## src/rtl/ram_bist_pkg.sv

```systemverilog
// Shared state encoding and RAM access constants for the RAM BIST controller.
package ram_bist_pkg;

   typedef enum logic [2:0] {
      S_IDLE,
      S_CLEAR,
      S_WRITE,
      S_READ,
      S_CHECK,
      S_DONE
   } state_e;

   localparam logic RAM_WR = 1'b1;
   localparam logic RAM_RD = 1'b0;

endpackage

```

## src/rtl/ram_bist_checker.sv

```systemverilog
// Read-back checker: holds the expected word for the read in flight, counts mismatches
// and latches the address of the first one.
module ram_bist_checker
   import ram_bist_pkg::*;
#(
   parameter int unsigned ADDR_W = 2,
   parameter int unsigned DATA_W = 8
) (
   input  logic              clk,
   input  logic              rst_n,
   input  logic              clear,
   input  logic              cmp_en,
   input  logic [DATA_W-1:0] exp,
   input  logic [DATA_W-1:0] dout,
   input  logic [ADDR_W-1:0] addr,
   output logic [ADDR_W:0]   err_cnt,
   output logic [ADDR_W-1:0] fail_addr
);

   logic [DATA_W-1:0] exp_q;
   logic [ADDR_W-1:0] addr_q;
   logic [ADDR_W:0]   err_cnt_q, err_cnt_d;
   logic [ADDR_W-1:0] fail_addr_q, fail_addr_d;
   logic              mismatch;

   // exp/addr describe the cycle about to start, so the registered copies line up
   // with the read whose data is sampled at the edge ending that cycle.
   assign mismatch = cmp_en && (dout != exp_q);

   always_comb begin
      err_cnt_d   = err_cnt_q;
      fail_addr_d = fail_addr_q;
      if (clear) begin
         err_cnt_d   = '0;
         fail_addr_d = '0;
      end else if (mismatch) begin
         err_cnt_d = err_cnt_q + {{ADDR_W{1'b0}}, 1'b1};
         if (err_cnt_q == '0) begin
            fail_addr_d = addr_q;
         end
      end
   end

   always_ff @(posedge clk or negedge rst_n) begin
      if (!rst_n) begin
         exp_q       <= '0;
         addr_q      <= '0;
         err_cnt_q   <= '0;
         fail_addr_q <= '0;
      end else begin
         exp_q       <= exp;
         addr_q      <= addr;
         err_cnt_q   <= err_cnt_d;
         fail_addr_q <= fail_addr_d;
      end
   end

   assign err_cnt   = err_cnt_q;
   assign fail_addr = fail_addr_q;

endmodule

```

## src/rtl/ram_bist_ctrl.sv

```systemverilog
// RAM self-test initiator: clear, write PATTERN^addr to every word, read back and compare.
// All outputs come straight from flops loaded with next-state decode.
module ram_bist_ctrl
   import ram_bist_pkg::*;
#(
   parameter int unsigned ADDR_W = 2,
   parameter int unsigned DATA_W = 8
) (
   input  logic              CLK,
   input  logic              CLR_N,
   input  logic              START,
   input  logic              ABORT,
   input  logic [DATA_W-1:0] PATTERN,
   output logic              RAM_CLR,
   output logic              RAM_R_W,
   output logic [ADDR_W-1:0] RAM_ADDR,
   output logic [DATA_W-1:0] RAM_DIN,
   input  logic [DATA_W-1:0] RAM_DOUT,
   output logic              BUSY,
   output logic              DONE,
   output logic              PASS,
   output logic [ADDR_W:0]   ERR_CNT,
   output logic [ADDR_W-1:0] FAIL_ADDR
);

   localparam logic [ADDR_W-1:0] LAST_ADDR = '1;

   state_e            state_q, state_d;
   logic [ADDR_W-1:0] addr_q, addr_d;
   logic [DATA_W-1:0] pattern_q, pattern_d;
   logic              pass_q, pass_d;
   logic              ram_clr_q, ram_clr_d;
   logic              ram_rw_q, ram_rw_d;
   logic [DATA_W-1:0] din_q, din_d;
   logic              busy_q, busy_d;
   logic              done_q, done_d;
   logic              accept;
   logic              cmp_en;
   logic [DATA_W-1:0] exp_next;
   logic [ADDR_W:0]   err_cnt;

   assign accept   = (state_q == S_IDLE) && START && !ABORT;
   // A read sampled at an aborting edge is discarded so ERR_CNT stays as it was.
   assign cmp_en   = (state_q == S_READ) && !ABORT;
   assign exp_next = pattern_q ^ DATA_W'(addr_d);

   always_comb begin
      state_d   = state_q;
      addr_d    = addr_q;
      pattern_d = pattern_q;
      pass_d    = pass_q;
      unique case (state_q)
         S_IDLE: begin
            if (START) begin
               state_d   = S_CLEAR;
               addr_d    = '0;
               pattern_d = PATTERN;
               pass_d    = 1'b0;
            end
         end
         S_CLEAR: begin
            state_d = S_WRITE;
            addr_d  = '0;
         end
         S_WRITE: begin
            if (addr_q == LAST_ADDR) begin
               state_d = S_READ;
               addr_d  = '0;
            end else begin
               addr_d = addr_q + 1'b1;
            end
         end
         S_READ: begin
            if (addr_q == LAST_ADDR) begin
               state_d = S_CHECK;
               addr_d  = '0;
            end else begin
               addr_d = addr_q + 1'b1;
            end
         end
         S_CHECK: begin
            state_d = S_DONE;
            pass_d  = (err_cnt == '0);
         end
         S_DONE: begin
            state_d = S_IDLE;
         end
         default: begin
            state_d = S_IDLE;
            addr_d  = '0;
         end
      endcase
      if (ABORT) begin
         state_d   = S_IDLE;
         addr_d    = '0;
         pattern_d = pattern_q;
         pass_d    = 1'b0;
      end

      ram_clr_d = (state_d == S_CLEAR);
      ram_rw_d  = (state_d == S_WRITE) ? RAM_WR : RAM_RD;
      din_d     = (state_d == S_WRITE) ? (pattern_q ^ DATA_W'(addr_d)) : '0;
      busy_d    = (state_d == S_CLEAR) || (state_d == S_WRITE) ||
                  (state_d == S_READ)  || (state_d == S_CHECK);
      done_d    = (state_d == S_DONE);
   end

   always_ff @(posedge CLK or negedge CLR_N) begin
      if (!CLR_N) begin
         state_q   <= S_IDLE;
         addr_q    <= '0;
         pattern_q <= '0;
         pass_q    <= 1'b0;
         ram_clr_q <= 1'b0;
         ram_rw_q  <= RAM_RD;
         din_q     <= '0;
         busy_q    <= 1'b0;
         done_q    <= 1'b0;
      end else begin
         state_q   <= state_d;
         addr_q    <= addr_d;
         pattern_q <= pattern_d;
         pass_q    <= pass_d;
         ram_clr_q <= ram_clr_d;
         ram_rw_q  <= ram_rw_d;
         din_q     <= din_d;
         busy_q    <= busy_d;
         done_q    <= done_d;
      end
   end

   ram_bist_checker #(
      .ADDR_W(ADDR_W),
      .DATA_W(DATA_W)
   ) u_checker (
      .clk      (CLK),
      .rst_n    (CLR_N),
      .clear    (accept),
      .cmp_en   (cmp_en),
      .exp      (exp_next),
      .dout     (RAM_DOUT),
      .addr     (addr_d),
      .err_cnt  (err_cnt),
      .fail_addr(FAIL_ADDR)
   );

   assign RAM_CLR  = ram_clr_q;
   assign RAM_R_W  = ram_rw_q;
   assign RAM_ADDR = addr_q;
   assign RAM_DIN  = din_q;
   assign BUSY     = busy_q;
   assign DONE     = done_q;
   assign PASS     = pass_q;
   assign ERR_CNT  = err_cnt;

endmodule
```

## config.mk

```make
export PLATFORM = sky130hd
export DESIGN_NAME = ram_bist_ctrl
export DESIGN_NICKNAME = d
export VERILOG_FILES = /design/src/rtl/ram_bist_pkg.sv /design/src/rtl/ram_bist_checker.sv /design/src/rtl/ram_bist_ctrl.sv
export SDC_FILE = /design/constraint.sdc
export NUM_CORES = 1
export LEC_CHECK = 0
export CAP_MARGIN = 20
export CORE_MARGIN = 8
export CORE_UTILIZATION = 44
export DETAILED_ROUTE_END_ITERATION = 7
export PLACE_DENSITY_LB_ADDON = 0.25
export SLEW_MARGIN = 5
export SYNTH_ARGS = -nofsm -noshare
export SYNTH_HDL_FRONTEND = slang
export SYNTH_SLANG_ARGS = --single-unit
```

## constraint.sdc

```tcl
create_clock -name CLK -period 1.8 [get_ports CLK]
set_input_delay 0.36 -clock CLK [delete_from_list [all_inputs] [get_ports CLK]]
set_output_delay 0.36 -clock CLK [all_outputs]
set_load 0.02 [all_outputs]
```

==> impl_metrics.json, run 1 <==
{
  "outcome": "finished, final reports clean",
  "synth-seq-cells": 39,
  "route.detailed.drc": 0,
  "syn-num-nets": 162,
  "clk_latency_ns": 0.29,
  "drtIter0Drc": 63,
  "dpl.cell_count": 231,
  "fin_skew_ns": 0.00545,
  "grt_pass1_wl_mm": 5.87,
  "cts_tree": "built",
  "fin_ws_ns": 0.0869,
  "clkTransAtPathRegs_ns": 0.07,
  "hold_viol_final": 0,
  "instances_no_fill": 239,
  "max_freq_mhz": 584,
  "routedWlPerCell_microns": 14.5,
  "avgViaCountPerCell": 5.03,
  "max-vdd-ir-drop_mv": 0.511,
  "cts_setup_buffers": 0,
  "cp_slowest_cell": "clkdlybuf4s50_1",
  "drtAntennaViolNets": 0,
  "fillCellCount": 291,
  "gr-total-overflow": 0,
  "port_buffers": 39,
  "rsz0062_at_grt": "false",
  "vias": 1202,
  "ys_warn_count": 0,
  "finalCritPeriodShare_pct": 95.2,
  "synth_top_area_cell": "dfrtp_1",
  "synth-edff-count": 0,
  "die_y_microns": 77.8,
  "wl_mm": 3.47,
  "start_util_pct": 46.0,
  "crit_buf_inv": 1,
  "gp_congestion": 0.800,
  "synth_area_per_cell_sq_um": 12.3,
  "power_leakage_nw": 1.01,
  "clock-sinks": 39,
  "synth_common_cells": "dfrtp_1 (39), nand2_1 (9), nor2_1 (9), xnor2_1 (9)",
  "antenna_found_initial": 0,
  "period_needed_ns": 1.71,
  "p_total_mw": 1.99,
  "crit_type": "reg -> out",
  "critPathMaxFanout": 6,
  "crit_required_ns": 1.44,
  "synth_ff_type": "dfrtp_1",
  "post_cts_resized": 0,
  "drive_above_1_share_pct": 18.8,
  "max-clock-path-buffers": 2,
  "tns_ns": 0,
  "core_sq_mm": 0.00366,
  "fin_nets": 215,
  "root_buffer": "clkbuf_8",
  "power.density_mw_per_mm2": 877,
  "maxSlewViolCount": 0,
  "die-area_sq_mm": 0.00606,
  "hp-class": "in -> async",
  "synth.area.top_cells": "dfrtp_1 (58%), mux2_2 (5.4%), xnor2_1 (4.7%)",
  "hpwl_mm": 2.66,
  "end_kind": "output pin",
  "htreeDepth": 2,
  "async_flop_share_pct": 100,
  "first_pass_iters": 4,
  "max_stage_delay_ns": 0.64,
  "worst_setup_path_start_kind": "flip-flop",
  "worst_pin_slew_ns": 0.471,
  "num_rows": 22,
  "pin_count": 40,
  "whs_ns": 0.109,
  "diodes": 0,
  "finalSetupViolCount": 0,
  "grt_usage_pct": 12.1,
  "pre_cts_ws_ns": -0.0858,
  "area_growth_pct": 35.1,
  "synth_top_area_share_pct": 58.0,
  "path_cells": "clkdlybuf4s50_1",
  "critPathTopFamily": "buffers and inverters",
  "grt_pass1_vias": 1289,
  "grt_max_degree": 40,
  "relSlewSlack_pct": 68.6,
  "fp.dieW_microns": 77.8,
  "cts_inserted_buffers": 5,
  "yosysMostFrequentCell": "dfrtp_1",
  "synth_cell_type_count": 37,
  "yosysSeqAreaShare_pct": 58.0,
  "cts_hold_buf": 0,
  "syn_area_sq_mm": 0.00168,
  "cp.arrival_ns": 1.35,
  "postSynthCellCount": 137,
  "maxCapViolCount": 0
}
## stage by stage
step	utilization, %	area (sq um)
after floorplan	-	1680
after global placement	59.8	2190
after detailed placement	59.8	2190
after CTS	62.1	2270
after global routing	62.1	2270
final	62.1	2270
## logic make-up (layout without fill, tap and decap cells)
| family | count (synthesis) | in the layout | share of synthesized area [%] |
|---|---|---|---|
| compound gates | 20 | 20 | 8.77 |
| xor+xnor | 9 | 9 | 4.68 |
| fa+ha+maj | 5 | 5 | 3.72 |
| buf+inv | 13 | 67 | 3.87 |
| flops | 39 | 39 | 58.0 |
| mux | 13 | 13 | 8.33 |
| simple gates | 38 | 38 | 12.6 |
## layout make-up
| class | count | area [sq um] | share of cell area [%] |
|---|---|---|---|
| clock buffer | 6 | 72.6 | 3.19 |
| clock inverter | 2 | 12.5 | 0.550 |
| inverter | 10 | 37.5 | 1.65 |
| multi-input combinational | 85 | 642 | 28.2 |
| sequential | 39 | 976 | 42.9 |
| tap | 48 | 60.1 | 2.64 |
| timing repair buffer | 49 | 473 | 20.8 |
## routing by layer
metal	vias up	global-route usage [%]	share of wire, %
met3	5	4.26	6.1
met2	36	21.5	52
met4	0	4.53	1.4
li1	579	-	-
met1	582	12.8	40
met5	-	0	0
## layout by cell type, fill, tap and decap left out, types with 6 or more instances in the layout
cell             instances
mux2_2                   8
nand2_1                  9
xnor2_1                  9
dfrtp_1                 39
clkdlybuf4s50_1         38
nor2_1                   9
inv_1                    8
buf_4                    9
and2_1                   6
## power breakdown
part	switching [mW]	leakage [nW]	total, mW	internal (mW)
Combinational	0.163	0.471	0.370	0.208
Clock	0.296	0.0412	0.566	0.271
Sequential	0.0697	0.502	1.06	0.987
## state kept, by name, indices dropped and copies added (netlist names)
name                 count
state_q                  3
PASS                     1
BUSY                     1
u_checker.fail_addr      2
DONE                     1
RAM_R_W                  1
u_checker.err_cnt        3
pattern_q                8
RAM_DIN                  8
u_checker.addr_q         2
RAM_CLR                  1
u_checker.exp_q          8
## path summary, 6_finish.rpt
check                                    start                 end  slack (ns)  cells after the start
max in group asynchronous                CLR_N  u_checker.exp_q[7]        1.36                      2
max reg2reg                u_checker.addr_q[0]          RAM_DIN[2]        0.12                      6
min reg2reg                       pattern_q[4]  u_checker.exp_q[4]        0.39                      0
min                                      CLR_N  u_checker.exp_q[4]        0.11                      2
max                        u_checker.addr_q[0]         RAM_ADDR[0]        0.09                      1
min in group CLK                  pattern_q[4]  u_checker.exp_q[4]        0.39                      0
No activity file was read; power rests on OpenSTA's default activity.
==> run 2, diff against run 1 <==
CORE_UTILIZATION = 35   (was 44)
==> impl_metrics.json, run 2 (synthesis gave the netlist of run 1 again) <==
{
  "critPathMaxFanout": 5,
  "p_sw_uw": 544,
  "gr-total-overflow": 0,
  "worst-r2r-setup-slack_ns": 0.11,
  "cts_tree": "built",
  "final_common_cell": "dfrtp_1",
  "cp.arrival_ns": 1.39,
  "max_stage_delay_ns": 0.60,
  "crit_required_ns": 1.44,
  "p_total_mw": 2.05,
  "max-clock-path-buffers": 2,
  "fillCellCount": 423,
  "maxSlewViolCount": 0,
  "p_clk_share_pct": 30.4,
  "grt_pass1_wl_mm": 5.91,
  "fin_nets": 217,
  "whs_ns": 0.103,
  "vias": 1183,
  "crit_buf_inv": 2,
  "max_freq_mhz": 572,
  "num_rows": 25,
  "cts_setup_buffers": 0,
  "period_needed_ns": 1.75,
  "route.detailed.drc": 0,
  "hp-class": "in -> async",
  "r2r_start": "state_q[1]",
  "diodes": 0,
  "comb_power_share_pct": 18.3,
  "antenna_found_initial": 0,
  "pin_count": 40,
  "drive_above_1_share_pct": 20.2,
  "hold_viol_final": 0,
  "rsz0062_at_grt": "false",
  "finalCritPeriodShare_pct": 97.1,
  "finalSetupViolCount": 0,
  "die-area_sq_mm": 0.00728,
  "clkTransAtPathRegs_ns": 0.09,
  "cts_hold_buf": 0,
  "core_sq_mm": 0.00469,
  "grt_pass1_vias": 1232,
  "area_growth_pct": 37.2,
  "hpwl_mm": 2.70,
  "relSlewSlack_pct": 67.0,
  "cp_slowest_cell": "clkdlybuf4s50_1",
  "critPathTopFamily": "buffers and inverters",
  "layout_common_cells": "dfrtp_1 (39), clkdlybuf4s50_1 (38), buf_4 (11)",
  "multi_input_area_sq_um": 642,
  "swShare_pct": 26.5,
  "path_cells": "buf_4 > clkdlybuf4s50_1",
  "fp.dieW_microns": 85.3,
  "cts_inserted_buffers": 5,
  "p_int_mw": 1.51,
  "maxCapViolCount": 0,
  "worst_setup_path_start_kind": "flip-flop",
  "htreeDepth": 2,
  "clk_latency_ns": 0.30,
  "reg2reg_depth": 5,
  "max-vdd-ir-drop_mv": 0.491,
  "start_util_pct": 35.9,
  "power_leakage_nw": 1.03,
  "first_pass_iters": 4,
  "crit_type": "reg -> out",
  "port_buffers": 39,
  "fin_skew_ns": 0.0113,
  "r2r_end": "u_checker.exp_q[0]",
  "drtAntennaViolNets": 0,
  "grt_max_degree": 40,
  "worst_pin_slew_ns": 0.494,
  "avgViaCountPerCell": 4.79,
  "post_cts_resized": 0,
  "regArea_sq_um": 976,
  "gp_congestion": 0.834,
  "clock-sinks": 39,
  "routedWlPerCell_microns": 14.6,
  "root_buffer": "clkbuf_8",
  "power.density_mw_per_mm2": 889,
  "grt_usage_pct": 10.5,
  "drtIter0Drc": 79,
  "wl_mm": 3.60,
  "die_y_microns": 85.3,
  "outcome": "finished, final reports clean",
  "end_kind": "output pin",
  "p_seq_share_pct": 51.2
}
-- run 2: per-stage QoR --
| step | setup WS [ns] | cell area (sq um) | std cells | util, % | setup TNS (ns) |
|---|---|---|---|---|---|
| final | 0.0515 | 2310 | 247 | 49.2 | 0 |
| after global placement | -0.0643 | 2210 | 239 | 47.1 | -0.418 |
| after CTS | 0.0344 | 2310 | 247 | 49.2 | 0 |
| after detailed placement | -0.0903 | 2210 | 239 | 47.1 | -0.596 |
| after floorplan | 0.117 | 1680 | 137 | - | 0 |
| after global routing | 0.00873 | 2310 | 247 | 49.2 | 0 |
-- run 2: worst max-delay path by stage --
stage / start / endpoint / slack, ns / cells after the start
after floorplan: state_q[1] / u_checker.exp_q[0] / 0.12 / 6
after global placement: START / u_checker.exp_q[0] / -0.06 / 5
after detailed placement: START / u_checker.exp_q[0] / -0.09 / 5
after CTS: u_checker.addr_q[0] / RAM_ADDR[0] / 0.03 / 2
after global routing: u_checker.addr_q[0] / RAM_ADDR[0] / 0.009 / 2
final: u_checker.addr_q[0] / RAM_ADDR[0] / 0.05 / 2
-- run 2: area by class of cell --
class | count | share of cell area (%)
inverter | 10 | 1.63
clock buffer | 6 | 3.58
sequential | 39 | 42.3
multi-input combinational | 85 | 27.8
timing repair buffer | 51 | 21.1
clock inverter | 2 | 0.704
tap | 54 | 2.93
-- run 2: metal layers --
| metal | GRT usage [%] | share of wire, % |
|---|---|---|
| met5 | 0 | 0 |
| met4 | 4.78 | 1.3 |
| met3 | 4.25 | 5.2 |
| met2 | 17.7 | 51 |
| met1 | 11.2 | 42 |
-- run 2: power by group through the flow --
| stage | logic [mW] | clock network [mW] | registers (mW) |
|---|---|---|---|
| 6_report | 0.377 | 0.625 | 1.05 |
| 5_1_grt | 0.408 | 0.689 | 1.07 |
| 4_1_cts | 0.382 | 0.652 | 1.05 |
| 3_5_place_dp | 0.381 | 0 | 1.07 |
| 3_3_place_gp | 0.374 | 0 | 1.07 |
| 2_1_floorplan | 0.193 | 0 | 1.08 |
==> run 3, diff against run 2 <==
clock period = 1.9 ns   (was 1.8 ns; I/O delays follow)
==> impl_metrics.json, run 3 (synthesis gave the netlist of run 1 again) <==
{
  "instances_no_fill": 242,
  "final_common_cell": "dfrtp_1",
  "first_pass_iters": 4,
  "area_growth_pct": 34.2,
  "drtIter0Drc": 70,
  "cts_tree": "built",
  "route.detailed.drc": 0,
  "max_stage_delay_ns": 0.65,
  "pre_cts_ws_ns": -0.000610,
  "cts_inserted_buffers": 5,
  "wl_mm": 3.49,
  "maxSlewViolCount": 0,
  "p_clk_share_pct": 28.7,
  "worst_pin_slew_ns": 0.483,
  "root_buffer": "clkbuf_8",
  "p_sw_uw": 503,
  "avgViaCountPerCell": 4.79,
  "critPathTopFamily": "buffers and inverters",
  "max-vdd-ir-drop_mv": 0.433,
  "p_seq_share_pct": 53.0,
  "antenna_found_initial": 0,
  "rsz0062_at_grt": "false",
  "grt_pass1_vias": 1238,
  "cts_hold_buf": 0,
  "grt_usage_pct": 10.5,
  "num_rows": 25,
  "post_cts_resized": 0,
  "hold_viol_final": 0,
  "layout_common_cells": "dfrtp_1 (39), clkdlybuf4s50_1 (38), nor2_1 (9), xnor2_1 (9), nand2_1 (9)",
  "critPathMaxFanout": 6,
  "clock-sinks": 39,
  "path_cells": "clkdlybuf4s50_1",
  "outcome": "finished, final reports clean",
  "end_kind": "output pin",
  "maxCapViolCount": 0,
  "fin_ws_ns": 0.141,
  "fin_skew_ns": 0.00807,
  "finalSetupViolCount": 0,
  "clk_latency_ns": 0.29,
  "final_area_sq_mm": 0.00226,
  "grt_max_degree": 40,
  "detailed_place.area_sq_mm": 0.00217,
  "die-area_sq_mm": 0.00728,
  "core_sq_mm": 0.00469,
  "drtAntennaViolNets": 0,
  "power_leakage_nw": 1.00,
  "htreeDepth": 2,
  "comb_power_share_pct": 18.3,
  "crit_required_ns": 1.52,
  "start_util_pct": 35.9,
  "power.density_mw_per_mm2": 836,
  "routedWlPerCell_microns": 14.4,
  "worst_setup_path_start_kind": "flip-flop",
  "finalCritPeriodShare_pct": 92.6,
  "cp_slowest_cell": "clkdlybuf4s50_1",
  "dpl.cell_count": 234,
  "crit_type": "reg -> out",
  "fin_nets": 212,
  "period_needed_ns": 1.76,
  "max_freq_mhz": 569,
  "grt_pass1_wl_mm": 6.04,
  "die_y_microns": 85.3,
  "relSlewSlack_pct": 67.8,
  "port_buffers": 39,
  "hpwl_mm": 2.63,
  "cp.arrival_ns": 1.38,
  "max-clock-path-buffers": 2,
  "pin_count": 40,
  "fp.dieW_microns": 85.3,
  "crit_buf_inv": 1,
  "drive_above_1_share_pct": 17.6,
  "gp_congestion": 0.845,
  "p_total_mw": 1.89,
  "vias": 1159,
  "hp-class": "in -> async",
  "cts_setup_buffers": 0,
  "swShare_pct": 26.7,
  "gr-total-overflow": 0,
  "p_int_mw": 1.38,
  "diodes": 0,
  "clkTransAtPathRegs_ns": 0.07
}
==> run 3: worst paths after layout <==
| path | start | endpoint | slack (ns) | cells past startpoint |
|---|---|---|---|---|
| setup / recovery | u_checker.addr_q[0] | RAM_ADDR[0] | 0.14 | 1 |
| hold / removal | CLR_N | RAM_DIN[3] | 0.14 | 2 |
| setup reg to reg | u_checker.addr_q[0] | RAM_DIN[3] | 0.18 | 6 |
| hold reg to reg | pattern_q[5] | u_checker.exp_q[5] | 0.39 | 0 |
| max in group asynchronous | CLR_N | state_q[1] | 1.43 | 2 |
| min in group CLK | pattern_q[5] | u_checker.exp_q[5] | 0.39 | 0 |
==> run 3: metal layers <==
layer,GRT usage (%),vias to the layer above,share of wire (%)
li1,-,566,-
met2,17.5,23,51
met5,0,-,0
met3,3.86,5,5.1
met4,4.30,0,1.2
met1,11.9,565,43
==> run 3: through the flow <==
step	hold slack (ns)	util (%)	TNS (ns)
after global routing	0.171	48.1	0
final	0.137	48.1	0
after CTS	0.145	48.1	0
after detailed placement	0.377	46.3	-0.000610
after floorplan	0.0844	-	0
after global placement	0.372	46.3	0
==> run 3: area by class of cell <==
class | count | area [sq um]
fill | 447 | 2430
sequential | 39 | 976
multi-input combinational | 85 | 642
timing repair buffer | 46 | 450
clock buffer | 6 | 72.6
tap | 54 | 67.6
inverter | 10 | 37.5
clock inverter | 2 | 12.5
==> run 3: power groups by stage <==
stage	registers [mW]	logic [mW]	clock network (mW)
after floorplan	1.03	0.183	0
after global placement	1.01	0.345	0
after detailed placement	1.02	0.351	0
after CTS	1.00	0.353	0.560
after global routing	1.01	0.382	0.602
final	1.00	0.346	0.542
==> patch 1 (settings of run 2) <==
Add an input register stage for `START`, `ABORT`, `PATTERN` and `RAM_DOUT`; this delays them by one clock.
--- a/src/rtl/ram_bist_ctrl.sv
+++ b/src/rtl/ram_bist_ctrl.sv
@@ -27,2 +27,14 @@
 
+   logic START_q;
+   logic ABORT_q;
+   logic [DATA_W-1:0] PATTERN_q;
+   logic [DATA_W-1:0] RAM_DOUT_q;
+
+   always_ff @(posedge CLK) begin
+      START_q    <= START;
+      ABORT_q    <= ABORT;
+      PATTERN_q  <= PATTERN;
+      RAM_DOUT_q <= RAM_DOUT;
+   end
+
    state_e            state_q, state_d;
@@ -41,5 +53,5 @@
 
-   assign accept   = (state_q == S_IDLE) && START && !ABORT;
+   assign accept   = (state_q == S_IDLE) && START_q && !ABORT_q;
    // A read sampled at an aborting edge is discarded so ERR_CNT stays as it was.
-   assign cmp_en   = (state_q == S_READ) && !ABORT;
+   assign cmp_en   = (state_q == S_READ) && !ABORT_q;
    assign exp_next = pattern_q ^ DATA_W'(addr_d);
@@ -53,6 +65,6 @@
          S_IDLE: begin
-            if (START) begin
+            if (START_q) begin
                state_d   = S_CLEAR;
                addr_d    = '0;
-               pattern_d = PATTERN;
+               pattern_d = PATTERN_q;
                pass_d    = 1'b0;
@@ -92,3 +104,3 @@
       endcase
-      if (ABORT) begin
+      if (ABORT_q) begin
          state_d   = S_IDLE;
@@ -140,3 +152,3 @@
       .exp      (exp_next),
-      .dout     (RAM_DOUT),
+      .dout     (RAM_DOUT_q),
       .addr     (addr_d),
Behaviour: not the same (a bounded check fails within 4 cycles, from zero or initial values).
==> patch 1 against run 2 <==
- worst setup slack better by 0.025 ns
- sequential cell count up 18
- first-iteration DRC count down 51%
- design area up 19%
- power up 53%
- area after synthesis up 19%
- routed wire length up 5.6%
- critical endpoint unchanged
==> patch 1: results (changes against run 2) <==
grtUsageMet2_pct: 15.25  # -2.4 points
status: "completed"
cts.hold.buffers_added: 1  # +1
peakVddDrop_v: 0.0006015  # +22%
track_usage_pct: 9.888  # -0.58 points
whs_endpoint: "u_checker.exp_q[4]"
synthArstFlopShare_pct: 68.42  # -32 points
grt_first_pass_wirelength_mm: 6.437  # +9.0%
use_met3_pct: 4.319  # +0.072 points
ff2ff_path_depth: 6  # +1
viasPerCell: 4.411  # -7.9%
seq_area_frac_synth_pct: 66.46  # +8.5 points
drt-met1-wl_mm: 1.673  # +9.8%
hpwl_mm: 2.819  # +4.3%
clock_latency_ns: 0.33  # +0.03 ns
yosys.cell_types.count: 35  # -5.4%
drt_iter0_markers: 39  # -51%
hp-class: "flip-flop to flip-flop"
cts_buffers: 9  # +4
top_layer_used: "met4"
switchingPower_mw: 0.7185  # +32%
routed-wl-met3_um: 196  # +5.4%
fin_hold_ws_ns: 0.3915  # +0.2884 ns
grt_max_degree: 22  # -45%
pre_cts_ws_ns: 0.04482  # +0.1351 ns
worstReg2RegEnd: "RAM_DIN[7]"
wl_met2_mm: 1.816  # -1.3%
grt_pass1_vias: 1374  # +12%
drt-total-wl_mm: 3.799  # +5.6%
min_path_cells: 0
clockBufferDepth: 2  # unchanged
p_leak_nw: 1.225  # +19%
cp_slowest_stage_delay_ns: 0.63  # +0.03 ns
layout-drive-gt1-share_pct: 17.84  # -2.4 points
yosys-top-cells-area: "dfrtp_1 (49%), dfxtp_1 (18%), mux2_2 (4.5%)"
pg_clk_mw: 1.30  # +110%
grt_util_met1_pct: 10.40  # -0.79 points
place_area_um2: 2515  # +14%
crit_path_start: "u_checker.addr_q[0]"
nets: 233  # +7.4%
synth_warnings: 0  # unchanged
ys_top_cells_by_count: "dfrtp_1 (39), dfxtp_1 (18), inv_1 (9), xnor2_1 (9)"
fin_crit_sh_pct: 95.74  # -1.4 points
synth_fp_nets: 179  # +10%
h-tree-depth: 3  # +1
path_clk_slew_ns: 0.06  # -0.03 ns
r2r_setup_slack_ns: 0.10
slew_headroom_pct: 70.12  # +3.1 points
p_comb_mw: 0.346  # -8.2%
fin_skew_ns: 0.01064  # -0.0006685 ns
crit_fanout: 5  # unchanged
place.gp.congestion: 0.8800  # +5.6%
==> patch 1: changes by cell type in the layout (fill, tap and decap cells not counted), sizes merged, moves of 2 or more <==
cell           run 2  this run
dfxtp              0        18
bufinv             0         2
clkbuf             6        11
buf               13         7
==> patch 1: metrics by stage <==
| step | std cells | power [mW] |
|---|---|---|
| global placement | 267 | 1.853 |
| finish | 285 | 3.136 |
| global route | 285 | 3.290 |
| detailed placement | 267 | 1.861 |
| CTS | 284 | 3.182 |
| floorplan | 154 | 1.696 |
==> patch 1: final cells by class <==
cell class	count	area [µm²]
Clock buffer	11	141.4
Clock inverter	5	80.08
Fill cell	498	2783
Inverter	11	41.29
Multi-Input combinational cell	83	611.8
Sequential cell	57	1338
Tap cell	72	90.09
Timing Repair Buffer	46	455.4
==> patch 1: logic make-up after synthesis <==
group                      synth area share [%]
xor gates and xnor gates                  3.921
adders and majority gates                 3.111
AOI/OAI and AO/OA                         7.032
buffers and inverters                     3.111
muxes                                     6.970
and+or+nand+nor                           9.397
DFF                                       66.46
==> patch 2 (settings of run 2) <==
Without the edit above. `ADDR_W` is set to 2 in 2 places; all go to 3.
--- a/src/rtl/ram_bist_checker.sv
+++ b/src/rtl/ram_bist_checker.sv
@@ -5,3 +5,3 @@
 #(
-   parameter int unsigned ADDR_W = 2,
+   parameter int unsigned ADDR_W = 3,
    parameter int unsigned DATA_W = 8
--- a/src/rtl/ram_bist_ctrl.sv
+++ b/src/rtl/ram_bist_ctrl.sv
@@ -5,3 +5,3 @@
 #(
-   parameter int unsigned ADDR_W = 2,
+   parameter int unsigned ADDR_W = 3,
    parameter int unsigned DATA_W = 8
Ports: changed (resized ERR_CNT, FAIL_ADDR and RAM_ADDR); port bits go from 40 to 43. The function was not compared with the original's and may differ.
==> patch 2 against run 2 <==
- first-iteration DRC count decreased by 30%
- utilization grew 0.36 points
- die area grew 9.0%
- sequential power up 8%
- via count up 6.7%
- design area up 10%
- power up 8.8%
- worst setup slack improved by 0.047 ns
- global-route usage up 0.65 points
- routed wire length up 10%
- critical path depth down 1
- area after synthesis rose by 11%
- sequential cell count grew 3
- fmax is 2.7% higher
- largest cell class unchanged
- largest power group unchanged
==> patch 2: results (changes against run 2) <==
fillCellCount: 502  # +19%
power_frac_clock_pct: 32.9  # +2.5 points
use_met3_pct: 3.585  # -0.66 points
ys_top_cells_by_count: "dfrtp_1 (42), nand2_1 (14), inv_1 (10), mux2i_1 (10), xnor2_1 (8)"
routed-wl-met3_um: 200  # +7.5%
core_region_area_um2: 5140  # +9.5%
port_buffers: 42  # +7.7%
netlist.area_leader.share_pct: 56.22  # -1.8 points
p_int_mw: 1.677  # +11%
layout-drive-gt1-share_pct: 15.61  # -4.6 points
wl_met2_mm: 2.048  # +11%
peakVddDrop_v: 0.0005510  # +12%
crit_path_start: "u_checker.err_cnt[0]"
grt_util_met1_pct: 13.05  # +1.9 points
synthAdderAreaFrac_pct: 4.016  # +0.30 points
cp_data_arrival_time_ns: 1.34  # -0.05 ns
grt_first_pass_wirelength_mm: 6.706  # +14%
crit_fanout: 6  # +1
yosys.cell_types.count: 34  # -8.1%
synth_fp_nets: 177  # +9.3%
status: "completed"
nClkBuffers: 5  # -1
yosys-top-cells-area: "dfrtp_1 (56%), mux2i_1 (5.4%), ha_1 (4.0%)"
ff2ff_path_depth: 7  # +2
worstReg2RegEnd: "RAM_DIN[0]"
worst_pin_slew_ns: 0.5496  # +0.05530 ns
powerSeq_mw: 1.13  # +8%
## patch 2: changes by cell type in the layout (fill, tap and decap cells not counted), sizes merged, moves of 3 or more
cell	before	now
mux2i	5	10
nand2	9	14
xor2	0	4
buf	13	10
nor2	9	6
dfrtp	39	42
## patch 2: per-stage QoR
stage               power, mW  cells  util, %  TNS [ns]  hold slack [ns]
floorplan               1.346    151        -         0          0.06441
global placement        1.515    267    47.35         0           0.3636
detailed placement      1.527    267    47.35  -0.06697           0.3737
CTS                     2.275    275    49.54         0          0.05456
global route            2.360    275    49.59         0          0.07397
finish                  2.235    275    49.59         0          0.05346
## patch 2: worst min-delay path by stage
stage | endpoint | slack (ns)
2_1_floorplan | BUSY | 0.06
3_3_place_gp | RAM_DIN[3] | 0.36
6_report | RAM_DIN[3] | 0.05
3_5_place_dp | RAM_DIN[3] | 0.37
5_1_grt | RAM_DIN[4] | 0.07
4_1_cts | RAM_DIN[3] | 0.05
